<file path="src/rtl/cordic_ci_sequencer.sv">
// cordic_ci_sequencer: Nios II multi-cycle custom-instruction controller for the CORDIC cosine chain
module cordic_ci_sequencer #(
  parameter int N_ITER  = 16,
  parameter int IDX_W   = 5,
  parameter int ANGLE_W = 21,
  parameter int RES_W   = 32
) (
  input  logic               clk,
  input  logic               reset,
  input  logic               clk_en,
  input  logic               start,
  input  logic [31:0]        dataa,
  output logic               done,
  output logic [RES_W-1:0]   result,
  output logic               busy,
  output logic [31:0]        conv_in,
  input  logic [ANGLE_W-1:0] conv_angle,
  output logic               core_load,
  output logic [ANGLE_W-1:0] core_angle,
  output logic               core_step,
  output logic [IDX_W-1:0]   core_iter,
  input  logic [RES_W-1:0]   core_cos
);
  typedef enum logic [2:0] {IDLE, CONV, LOAD, ITER, FINISH} state_t;
  state_t             state_q, state_d;
  logic [IDX_W-1:0]   iter_q, iter_d;
  logic [31:0]        conv_q, conv_d;
  logic [ANGLE_W-1:0] angle_q, angle_d;
  logic [RES_W-1:0]   result_q, result_d;
  logic               done_q, done_d;
  // Next-state logic; everything freezes while the custom-instruction clock enable is low
  always_comb begin
    state_d  = state_q;
    iter_d   = iter_q;
    conv_d   = conv_q;
    angle_d  = angle_q;
    result_d = result_q;
    done_d   = done_q;
    if (clk_en) begin
      done_d = state_q == FINISH;
      case (state_q)
        IDLE: if (start) begin
          conv_d  = dataa;
          state_d = CONV;
        end
        CONV: begin
          angle_d = conv_angle;
          state_d = LOAD;
        end
        LOAD: begin
          iter_d  = '0;
          state_d = ITER;
        end
        ITER: begin
          state_d = iter_q == IDX_W'(N_ITER - 1) ? FINISH : ITER;
          iter_d  = iter_q == IDX_W'(N_ITER - 1) ? iter_q : iter_q + IDX_W'(1);
        end
        FINISH: begin
          result_d = core_cos;
          state_d  = IDLE;
        end
        default: state_d = IDLE;
      endcase
    end
  end
  // State and datapath registers with asynchronous active-low abort
  always_ff @(posedge clk or negedge reset) begin
    if (!reset) begin
      state_q  <= IDLE;
      iter_q   <= '0;
      conv_q   <= '0;
      angle_q  <= '0;
      result_q <= '0;
      done_q   <= 1'b0;
    end else begin
      state_q  <= state_d;
      iter_q   <= iter_d;
      conv_q   <= conv_d;
      angle_q  <= angle_d;
      result_q <= result_d;
      done_q   <= done_d;
    end
  end
  assign done       = done_q & clk_en;
  assign core_load  = (state_q == LOAD) & clk_en;
  assign core_step  = (state_q == ITER) & clk_en;
  assign busy       = state_q != IDLE;
  assign result     = result_q;
  assign conv_in    = conv_q;
  assign core_angle = angle_q;
  assign core_iter  = iter_q;
endmodule

</file>
<file path="config.mk">
export PLATFORM = sky130hd
export DESIGN_NAME = cordic_ci_sequencer
export DESIGN_NICKNAME = d
export VERILOG_FILES = /design/src/rtl/cordic_ci_sequencer.sv
export SDC_FILE = /design/constraint.sdc
export NUM_CORES = 1
export LEC_CHECK = 0
export BUFFER_PORTS_ARGS = -buffer_cell sky130_fd_sc_hd__buf_2
export CAP_MARGIN = 20
export CORE_UTILIZATION = 46
export DETAILED_ROUTE_END_ITERATION = 10
export HOLD_SLACK_MARGIN = 0.1
export PLACE_DENSITY = 0.86
export SETUP_SLACK_MARGIN = 0.5
export SYNTH_ARGS = -nofsm -noshare
export SYNTH_HDL_FRONTEND = slang
export SYNTH_SLANG_ARGS = --single-unit
</file>
<file path="constraint.sdc">
create_clock -name clk -period 2.25 [get_ports clk]
set_clock_uncertainty 0.15 [all_clocks]
set_input_delay 0 -clock clk [delete_from_list [all_inputs] [get_ports clk]]
set_output_delay 0 -clock clk [all_outputs]
set_load 0.05 [all_outputs]
</file>
Word level (Yosys, flattened, before mapping)
Index checks and enable logic that the tools add are counted.
{"block": "op_classes", "addsub": 1, "n_eq_ne": 7, "mux": 5, "bitwise_logic": 3, "reduce_logical": 8}
{"op": "3-bit one-hot mux with 4 select lines", "n": 1}
{"op": "5-bit one-hot mux with 2 select lines", "n": 1}
{"op": "3-bit by 2-bit equality test with 1-bit output, second input constant", "n": 2}
{"op": "3-bit 2-to-1 mux", "n": 2}
{"op": "2-bit AND reduction", "n": 3}
{"op": "3-bit AND reduction", "n": 2}
{"op": "5-bit by 1-bit adder with 5-bit output, second input constant", "n": 1}
{"op": "5-bit by 4-bit equality test with 1-bit output, second input constant", "n": 1}
{"op": "5-bit 2-to-1 mux", "n": 1}
{"op": "2-bit != test, second input constant", "n": 2}
{"op": "1-bit bitwise AND", "n": 3}
{"op": "3-bit by 1-bit equality test with 1-bit output, second input constant", "n": 1}
{"op": "3-bit equality test, second input constant", "n": 1}
{"op": "3-bit zero test", "n": 1}
{"op": "3-bit nonzero test", "n": 1}
{"op": "2-bit nonzero test", "n": 1}
{"block": "totals", "reg_bits": 94, "input_bits": 89, "out_inout_bits": 94, "elab_cells": 30}

Depth between registers and ports, before layout
Gate-level depths: netlist (run 1).
{"block": "depth", "ltp_word": 3, "mapped_depth": 7, "ltp_nobuf": 6}

Worst setup path before layout (run 1)
No wires, ideal clock.
{"block": "synth_timing", "path_type": "register to register", "startpoint": "reg iter_q[0], in the netlist core_iter[0]", "endpoint": "reg iter_q[3], in the netlist core_iter[3]", "setup_ns": 0.069, "arrival_time_ns": 2.130, "required_time_ns": 2.031, "slack_ns": -0.100, "stages_incl_launch_ff": 8, "path_buffers": 1, "period_less_slack_ns": 2.350, "cell_sequence": "dfrtp_1 ha_1 and3_1 ha_1 clkbuf_1 nand4b_1 or4b_1 nand3_1"}
{"block": "synth_between", "elab_chain_len": 3, "elab_cells_between_ends": 6, "classes_between": "1 x add/sub; 2 x eq/ne; 2 x mux; 1 x reduce/logical"}
{"element": "start, declared", "line": "26", "rtl": "logic [IDX_W-1:0] iter_q, iter_d;"}
{"element": "start signal, assigned", "line": "77", "rtl": "iter_q <= iter_d;"}
{"element": "5-bit by 1-bit adder with 5-bit output or 5-bit by 4-bit equality test with 1-bit output (tied branches)", "line": "56", "rtl": "iter_d = iter_q == IDX_W'(N_ITER - 1) ? iter_q : iter_q + IDX_W'(1);"}
{"element": "5-bit 2-to-1 mux or 2-bit != test (tied branches)"}
{"element": "5-bit one-hot mux with 2 select lines or 3-bit AND reduction (tied branches)"}
Parallel ways exist; a longest one is shown, timed or not. The select of a mux whose other input is x is not followed.
A chain may end at the register's enable or synchronous reset.

Final worst setup path (run 1)
Same ends and word-level chain as after synthesis.

==> flow_summary.json, run 1 <==
{
  "numClockSinks": 94,
  "cts_inserted_buffers": 9,
  "dpl_cell_area_um2": 4901,
  "drt_iter0_drc": 61,
  "n_antenna_cell": 0,
  "wl_per_cell_um": 17.29,
  "synth_nets": 329,
  "postSynthAreaPerCell_um2": 16.45,
  "grt_pass1_wl_um": 15820,
  "cp.arrival_ns": 2.09,
  "start_util_pct": 47.66,
  "finalInstanceArea_um2": 6230,
  "cts.clk_slew.worst_paths_ns": 0.08,
  "core_area_um2": 8217,
  "groute.usage.overall_pct": 24.02,
  "ys_ff_latch": 94,
  "timing.hold.ws_ns": 0.1577,
  "clkLatencyLatePin_ns": 0.34,
  "synthAdderAreaFrac_pct": 0.6390,
  "netlist_instances": 238,
  "status": "finished, final reports clean",
  "die_w_um": 94.27,
  "overflow": 0,
  "cp-start-kind": "flop",
  "r2r_start": "core_iter[0]$_DFFE_PN0P_",
  "antenna_left": 0,
  "port_buffers": 182,
  "critical_path.endpoint": "core_iter[3]$_DFFE_PN0P_",
  "detail_route.first_pass.iterations": 4,
  "first_global_vias": 3245,
  "viasPerCell": 4.952,
  "io_pins": 183,
  "irDropWorstVdd_v": 0.0009196,
  "crit_required_ns": 2.38,
  "dieArea_um2": 8887,
  "ff2ff_path_depth": 6,
  "synth_top_area_cell": "dfrtp_1",
  "yosysWarnings": 0,
  "r2r_slack_ns": 0.30,
  "h-tree-depth": 3,
  "layout-drive-gt1-share_pct": 51.12,
  "max-cap-violations": 0,
  "worstHoldPathType": "input pin to flop",
  "rsz0062_at_grt": "true",
  "setup_tns_ns": 0,
  "routed_wirelength_um": 11080,
  "drc_errors": 0,
  "synth_top_area_share_pct": 60.06,
  "place_congestion": 0.7567,
  "synth-edff-count": 0,
  "critical_path_class": "flop to flop",
  "hpwlAfterDp_um": 5783,
  "ys.flop_type": "dfrtp_1",
  "ys_types": 36,
  "ys_seq_area_share_pct": 60.06,
  "via_count": 3174,
  "cp-end-kind": "flop",
  "clk_path_buf_depth": 2,
  "post-route-util_pct": 75.82,
  "setup_viol": 0,
  "area_delta_synth_final_pct": 59.07,
  "synth-async-reset-ratio_pct": 100.0,
  "cts_tree": "yes",
  "max-slew-margin-rel_pct": 74.17,
  "antenna_found_initial": 0,
  "yosys-top-cells-area": "dfrtp_1 (60%), mux2_1 (14%), mux2_4 (11%)",
  "yosys.area_share.simple_pct": 5.144,
  "pwr_density_cell_nw_per_um2": 1193,
  "crit_path_max_fanout": 2,
  "synth-xor-area-share_pct": 0,
  "fin_nets": 622,
  "synthTopCellsByCount": "dfrtp_1 (94), mux2_1 (50), mux2_4 (29)",
  "grt_max_degree": 47,
  "chipHeight_um": 94.27,
  "fmax_ghz": 0.5126,
  "stdcell_count": 641,
  "slew_violations": 0,
  "finalHoldViolCount": 0,
  "synthMuxAreaShare_pct": 27.51,
  "synth_top_family_by_area": "multiplexers",
  "period_share_pct": 86.71,
  "yosysMostFrequentCell": "dfrtp_1",
  "synth-compound-area-share_pct": 2.268,
  "root_buffer": "clkbuf_8",
  "dp.cells": 515,
  "crit_path_start": "core_iter[0]$_DFFE_PN0P_",
  "finalCriticalPeriod_ns": 1.951,
  "rows": 33,
  "r2r-end": "core_iter[3]$_DFFE_PN0P_",
  "leakage_nw": 3.245,
  "syn_area_um2": 3916,
  "worstMarginPinSlew_ns": 0.3875
}
## metrics by stage
stage / setup slack, ns / total power, mW
floorplan: 0.1060 / 5.187
global placement: 0.3189 / 5.939
detailed placement: 0.2818 / 6.033
CTS: 0.3438 / 7.265
global route: 0.2544 / 7.780
finish: 0.2991 / 7.433
## layout make-up
cell class                 instances  area (µm²)
sequential                        94        2359
inverter                           3       11.26
clock inverter                     4       47.55
clock buffer                      12       135.1
tap                              105       131.4
fill                             506        1987
multi-input combinational        132        1536
timing repair buffer             291        2009
## per-layer routing
metal / up-vias / routed length, µm / GRT usage (%)
li1: 1439 / - / -
met1: 1579 / 4197 / 26.82
met2: 129 / 6068 / 43.78
met3: 27 / 552 / 5.016
met4: 0 / 261 / 10.26
met5: - / 0 / 0
## logic make-up (layout without fill, tap and decap cells)
logic type,after synthesis,after routing
simple gates,26,31
compound gates,13,13
mux,86,86
fa+ha+maj,2,2
buf+inv,17,310
flops,94,94
## flip-flops by register name (all words and copies together), names as in the netlist
| signal | cells |
|---|---|
| conv_in | 32 |
| core_angle | 21 |
| core_iter | 5 |
| done_q | 1 |
| result | 32 |
| state_q | 3 |
## layout by cell type, fill, tap and decap left out, drive strengths merged, types with 2 or more instances in the layout
| cell | count |
|---|---|
| nand3 | 6 |
| inv | 3 |
| ha | 2 |
| a22o | 2 |
| clkbuf | 12 |
| a21oi | 2 |
| and3 | 3 |
| clkinv | 2 |
| nor2 | 3 |
| nor3b | 2 |
| a21o | 2 |
| and3b | 4 |
| dfrtp | 94 |
| dlygate4sd3 | 92 |
| mux2 | 86 |
| buf | 199 |
| nand2 | 3 |
| nor3 | 2 |
| o21ai | 4 |
## what timing repair did
item                                    4_1_cts  5_1_grt
endpoints found under the hold margin       188        6
endpoints found under the setup margin       74       80
pin swaps                                     4       11
cloned                                        1        4
hold buffers                                 91        1
setup buffers                                 6        7
resized for setup                             2       17
## worst max-delay path: stages, from the launching register on
cell      delay (ns)
dfrtp_2         0.43
ha_4            0.17
and3_4          0.18
ha_4            0.16
nand4b_1        0.19
or4b_4          0.54
nand3_2         0.07
## worst min path at each step
stage,slack (ns),to,from,depth (start not counted)
global placement,-0.20,core_iter[3]$_DFFE_PN0P_,reset,1
finish,0.16,result[0]$_DFFE_PN0P_,clk_en,4
floorplan,-0.45,conv_in[0]$_DFFE_PN0P_,reset,0
CTS,-0.19,state_q[1]$_DFFE_PN0P_,clk_en,2
global route,0.17,result[0]$_DFFE_PN0P_,clk_en,4
detailed placement,-0.20,core_iter[3]$_DFFE_PN0P_,reset,1
## power breakdown
part	leakage [nW]	switching [mW]	internal, mW
Clock	0.0904	0.545	0.512
Combinational	1.94	2.69	1.11
Sequential	1.21	0.339	2.24
Total	3.25	3.57	3.86
Note: power is estimated with default switching activity, not from simulation.
==> inputs of run 2 (changes only) <==
Settings changed: CORE_UTILIZATION 46 to 35, PLACE_DENSITY 0.86 to 0.7.
==> run 2 against run 1 <==
Effect of this change:
- sequential cell count did not move
- routed wire length shrank 6.2%
- hold slack gained 0.020 ns
- setup slack better by 0.050 ns
- sequential power about the same
- count of clock-buffer cells in the layout did not move
- register-to-register slack improved by 0.05 ns
- clock power is 14% higher
- critical path type unchanged
- critical endpoint is now core_iter[1]$_DFFE_PN0P_
- highest routed layer unchanged
==> flow_summary.json, run 2 (synthesis results as in run 1) <==
{
  "status": "finished, final reports clean",
  "drt_iter0_drc": 79,
  "drc_errors": 0,
  "leakage_nw": 3.254,
  "setup_viol": 0,
  "fin_nets": 619,
  "irDropWorstVdd_v": 0.0007550,
  "final_common_cell": "buf_2",
  "fmax_ghz": 0.5260,
  "dp.cells": 553,
  "die_w_um": 107.8,
  "cp.arrival_ns": 2.00,
  "netSwitchingFraction_pct": 46.89,
  "h-tree-depth": 3,
  "seqPwrFrac_pct": 34.1,
  "numClockSinks": 94,
  "max-slew-margin-rel_pct": 60.15,
  "cpPeakStageDelay_ns": 0.44,
  "seqCellArea_um2": 2357,
  "worstMarginPinSlew_ns": 0.5978,
  "period_share_pct": 84.49,
  "cts_inserted_buffers": 9,
  "dieArea_um2": 11620,
  "root_buffer": "clkbuf_8",
  "max-cap-violations": 0,
  "n_antenna_cell": 0,
  "port_buffers": 182,
  "layout-drive-gt1-share_pct": 50.66,
  "first_global_vias": 3180,
  "crit_required_ns": 2.35,
  "cts.clk_slew.worst_paths_ns": 0.08,
  "antenna_left": 0,
  "area_delta_synth_final_pct": 59.90,
  "path_buf_inv": 2,
  "place_congestion": 0.7839,
  "routed_wirelength_um": 10390,
  "clk_path_buf_depth": 2,
  "crit_path_max_fanout": 8,
  "cp-end-kind": "flop",
  "cp-start-kind": "flop",
  "finalCriticalPeriod_ns": 1.901,
  "cts_tree": "yes",
  "start_util_pct": 35.97,
  "rsz0062_at_grt": "true",
  "slew_violations": 0,
  "pwr_density_cell_nw_per_um2": 1195,
  "cp_top_family": "flip-flops",
  "detail_route.first_pass.iterations": 4,
  "cellInternalPower_mw": 3.975,
  "groute.usage.overall_pct": 18.25,
  "antenna_found_initial": 0,
  "hpwlAfterDp_um": 6347,
  "post-route-util_pct": 57.52,
  "final_cell_mix": "buf_2 (179), dlygate4sd3_1 (91), dfrtp_1 (90), mux2_1 (50), mux2_4 (29)",
  "rows": 38,
  "path_cells": "ha_4, and3_4, ha_4, buf_4, buf_6, a21o_1, mux2_2",
  "slowest_stage": "dfrtp_2",
  "via_count": 3068,
  "pwr-share-clk_pct": 16.2,
  "grt_pass1_wl_um": 15810,
  "worstHoldPathType": "input pin to flop",
  "wl_per_cell_um": 15.44,
  "overflow": 0,
  "chipHeight_um": 107.8,
  "finalHoldViolCount": 0,
  "stdcell_count": 673,
  "viasPerCell": 4.559,
  "setup_tns_ns": 0,
  "grt_max_degree": 45,
  "p_total_mw": 7.486,
  "multiInputGateArea_um2": 1494,
  "fillers": 865,
  "clkLatencyLatePin_ns": 0.36,
  "core_area_um2": 10890,
  "p_sw_mw": 3.510,
  "crit_top_cell": "ha_4",
  "io_pins": 183,
  "p_comb_share_pct": 49.7,
  "critical_path_class": "flop to flop"
}
==> run 2: timing repair <==
action	in CTS	in global routing
cloned	2	0
endpoints found under the hold margin	188	6
gates resized for setup	2	10
pin swaps	2	4
setup endpoints to repair	55	88
hold buffers	89	2
buffers inserted	6	5
==> run 2: area by class of cell <==
cell class              count  share of cell area (%)
flip-flops and latches     94                   37.64
repair buffers            291                   32.09
multi-input cells         129                   23.86
well taps                 140                   2.797
clock buffers              12                   2.318
clock inverters             4                   1.119
inverters                   3                  0.1798
==> run 2: per-stage QoR <==
| step | instance area [µm²] | hold slack [ns] | setup slack (ns) |
|---|---|---|---|
| 6_report | 6262 | 0.1776 | 0.3489 |
| 5_1_grt | 6262 | 0.1904 | 0.2630 |
| 4_1_cts | 6148 | -0.2104 | 0.3503 |
| 3_5_place_dp | 4967 | -0.09791 | 0.2586 |
| 3_3_place_gp | 4967 | -0.1129 | 0.3100 |
| 2_1_floorplan | 3971 | -0.4456 | 0.1060 |
==> run 2: layer usage <==
layer	track usage [%]	wire length, µm	up-vias
met5	0	0	-
met4	8.023	232	0
met2	32.10	5385	113
met1	20.46	4219	1509
li1	-	-	1426
met3	5.145	556	20
==> run 2: worst paths after layout <==
kind                                            startpoint  cells past startpoint                          to  slack [ns]
worst max register to register    core_iter[0]$_DFFE_PN0P_                      7    core_iter[1]$_DFFE_PN0P_        0.35
worst min register to register  core_angle[12]$_DFFE_PN0P_                      1  core_angle[12]$_DFFE_PN0P_        0.34
worst min-delay path                                clk_en                      4       result[5]$_DFFE_PN0P_        0.18
worst max-delay path              core_iter[0]$_DFFE_PN0P_                      7    core_iter[1]$_DFFE_PN0P_        0.35
min in group asynchronous                            reset                      3      result[14]$_DFFE_PN0P_        0.59
max in group asynchronous                            reset                      4      conv_in[9]$_DFFE_PN0P_        0.73
==> run 2: power by group through the flow <==
| stage | combinational [mW] | sequential [mW] | clock (mW) |
|---|---|---|---|
| after global placement | 3.41 | 2.54 | 0 |
| final | 3.72 | 2.55 | 1.21 |
| after floorplan | 0.778 | 4.41 | 0 |
| after detailed placement | 3.46 | 2.57 | 0 |
| after CTS | 3.64 | 2.53 | 1.27 |
| after global routing | 3.90 | 2.63 | 1.34 |
==> run 2: worst min-delay path, cell delays in order <==
cell,delay (ns)
buf_2,0.12
and3_4,0.25
buf_4,0.14
mux2_4,0.14
==> inputs of run 3 (changes only) <==
Clock period 2.25 ns to 2 ns, I/O delays scaled along.
==> run 3 against run 2 <==
Effect of this change:
- total power increased by 23%
- via count up 3.5%
- fmax increased by 0.61%
- sequential power increased by 14%
- setup slack lost 0.24 ns
- first-iteration DRC count rose by 38%
- combinational power grew 29%
- non-clock buffer count rose by 23
- cell count grew 3.1%
- sequential cell count stayed put
- highest routed layer unchanged
==> flow_summary.json, run 3 (synthesis results as in run 1) <==
{
  "r2r_start": "core_iter[0]$_DFFE_PN0P_",
  "slew_violations": 0,
  "n_antenna_cell": 0,
  "dr_wl_met3_um": 509,
  "dieArea_um2": 11620,
  "port_buffers": 182,
  "overflow": 0,
  "pwr_density_cell_nw_per_um2": 1330,
  "cp-end-kind": "flop",
  "setup_viol": 0,
  "max-slew-margin-rel_pct": 78.03,
  "holdPathStages": 5,
  "period_share_pct": 94.48,
  "highest_layer": "met4",
  "irDropWorstVdd_v": 0.0009563,
  "fmax_ghz": 0.5292,
  "cts_tree": "yes",
  "worstHoldPathType": "input pin to flop",
  "routed_wirelength_um": 11150,
  "dpl_cell_area_um2": 5125,
  "area_delta_synth_final_pct": 76.45,
  "drc_errors": 0,
  "final_cell_mix": "buf_2 (178), dlygate4sd3_1 (91), dfrtp_1 (89), mux2_4 (80), buf_6 (18)",
  "p_total_mw": 9.192,
  "detail_route.first_pass.iterations": 4,
  "leakage_nw": 3.631,
  "cpPeakStageDelay_ns": 0.44,
  "wl_met1_um": 4417,
  "r2r_slack_ns": 0.11,
  "hold_start": "clk_en",
  "first_global_vias": 3258,
  "crit_top_cell": "ha_4",
  "crit_path_max_fanout": 7,
  "clkLatencyLatePin_ns": 0.34,
  "finalHoldViolCount": 0,
  "drt_iter0_drc": 109,
  "cp-start-kind": "flop",
  "worstMarginPinSlew_ns": 0.3295,
  "path_cells": "ha_4, and3_4, ha_4, buf_4, buf_6, a21o_1, mux2_2",
  "grt_pass1_wl_um": 16230,
  "path_buf_inv": 2,
  "rows": 38,
  "finalInstanceArea_um2": 6910,
  "via_count": 3174,
  "antenna_left": 0,
  "place_congestion": 0.7810,
  "io_pins": 183,
  "clk_path_buf_depth": 2,
  "hpwlAfterDp_um": 6142,
  "ff2ff_path_depth": 7,
  "chipHeight_um": 107.8,
  "root_buffer": "clkbuf_8",
  "antenna_found_initial": 0,
  "numClockSinks": 94,
  "cts_inserted_buffers": 9,
  "die_w_um": 107.8,
  "wl_met2_um": 6013,
  "layout-drive-gt1-share_pct": 62.45,
  "r2r-end": "core_iter[1]$_DFFE_PN0P_",
  "cp_top_family": "flip-flops",
  "wl_per_cell_um": 16.07,
  "crit_required_ns": 2.09,
  "min_to": "result[22]$_DFFE_PN0P_",
  "core_area_um2": 10890,
  "max-cap-violations": 0,
  "viasPerCell": 4.573,
  "cp.arrival_ns": 1.97,
  "grt_max_degree": 52,
  "cts.clk_slew.worst_paths_ns": 0.09,
  "final_common_cell": "buf_2",
  "groute.usage.overall_pct": 18.51,
  "status": "finished, final reports clean",
  "fin_nets": 641,
  "start_util_pct": 35.97,
  "rsz0062_at_grt": "true",
  "finalCriticalPeriod_ns": 1.890,
  "h-tree-depth": 3,
  "slowest_stage": "dfrtp_2",
  "critical_path_class": "flop to flop"
}
==> run 3: cell count changes in the layout (fill, tap and decap cells not counted), sizes merged <==
cell / previous run / this run
bufinv: 2 / 3
clkbuf: 13 / 11
clkinv: 2 / 1
buf: 199 / 223
nand3: 5 / 4
==> run 3: what timing repair did <==
item | in CTS | in global routing
setup buffers | 16 | 8
endpoints found under the hold margin | 187 | 6
cloned | 5 | 0
gates resized for setup | 34 | 45
hold buffers | 89 | 2
setup endpoints to repair | 85 | 148
pin swaps | 6 | 9
==> run 3: worst max path at each step <==
stage	start	end	slack, ns	depth (start not counted)
finish	core_iter[0]$_DFFE_PN0P_	core_iter[1]$_DFFE_PN0P_	0.11	7
global route	core_iter[0]$_DFFE_PN0P_	core_iter[3]$_DFFE_PN0P_	0.06	6
CTS	core_iter[0]$_DFFE_PN0P_	core_iter[3]$_DFFE_PN0P_	0.13	6
detailed placement	core_iter[0]$_DFFE_PN0P_	core_iter[3]$_DFFE_PN0P_	0.08	6
global placement	core_iter[0]$_DFFE_PN0P_	core_iter[3]$_DFFE_PN0P_	0.10	6
floorplan	core_iter[0]$_DFFE_PN0P_	core_iter[3]$_DFFE_PN0P_	-0.14	7
==> run 3: per-stage QoR <==
stage	setup TNS [ns]	cells	hold slack, ns	setup WS, ns	util (%)
CTS	0	684	-0.1620	0.1305	61.07
floorplan	-0.1440	238	-0.4456	-0.1440	-
finish	0	694	0.2338	0.1104	63.47
global placement	0	559	-0.1650	0.1023	47.07
detailed placement	0	559	-0.1624	0.08351	47.07
global route	0	694	0.2366	0.05779	63.47
==> run 3: layout make-up <==
type / instances / area, µm²
sequential: 94 / 2359
clock inverter: 4 / 95.09
timing repair buffer: 314 / 2442
inverter: 3 / 11.26
clock buffer: 11 / 141.4
multi-input combinational: 128 / 1687
tap: 140 / 175.2
fill: 820 / 3978
==> run 3: where the power goes <==
| part | switching (mW) | internal [mW] | total, mW |
|---|---|---|---|
| sequential | 0.393 | 2.52 | 2.91 |
| combinational | 3.06 | 1.72 | 4.79 |
| clock | 0.635 | 0.857 | 1.49 |
| total | 4.09 | 5.10 | 9.19 |
==> run 3: tightest hold or removal path: cells and delay by family <==
| kind | cells | cell delay, ns |
|---|---|---|
| AND/OR/NAND/NOR | 1 | 0.21 |
| buffers and inverters | 3 | 0.35 |
| multiplexers | 1 | 0.14 |
==> run 3: metal layers <==
layer	vias to the layer above	track usage [%]
met2	121	33.10
met5	-	0
met1	1568	22.00
li1	1468	-
met4	0	7.045
met3	17	3.269
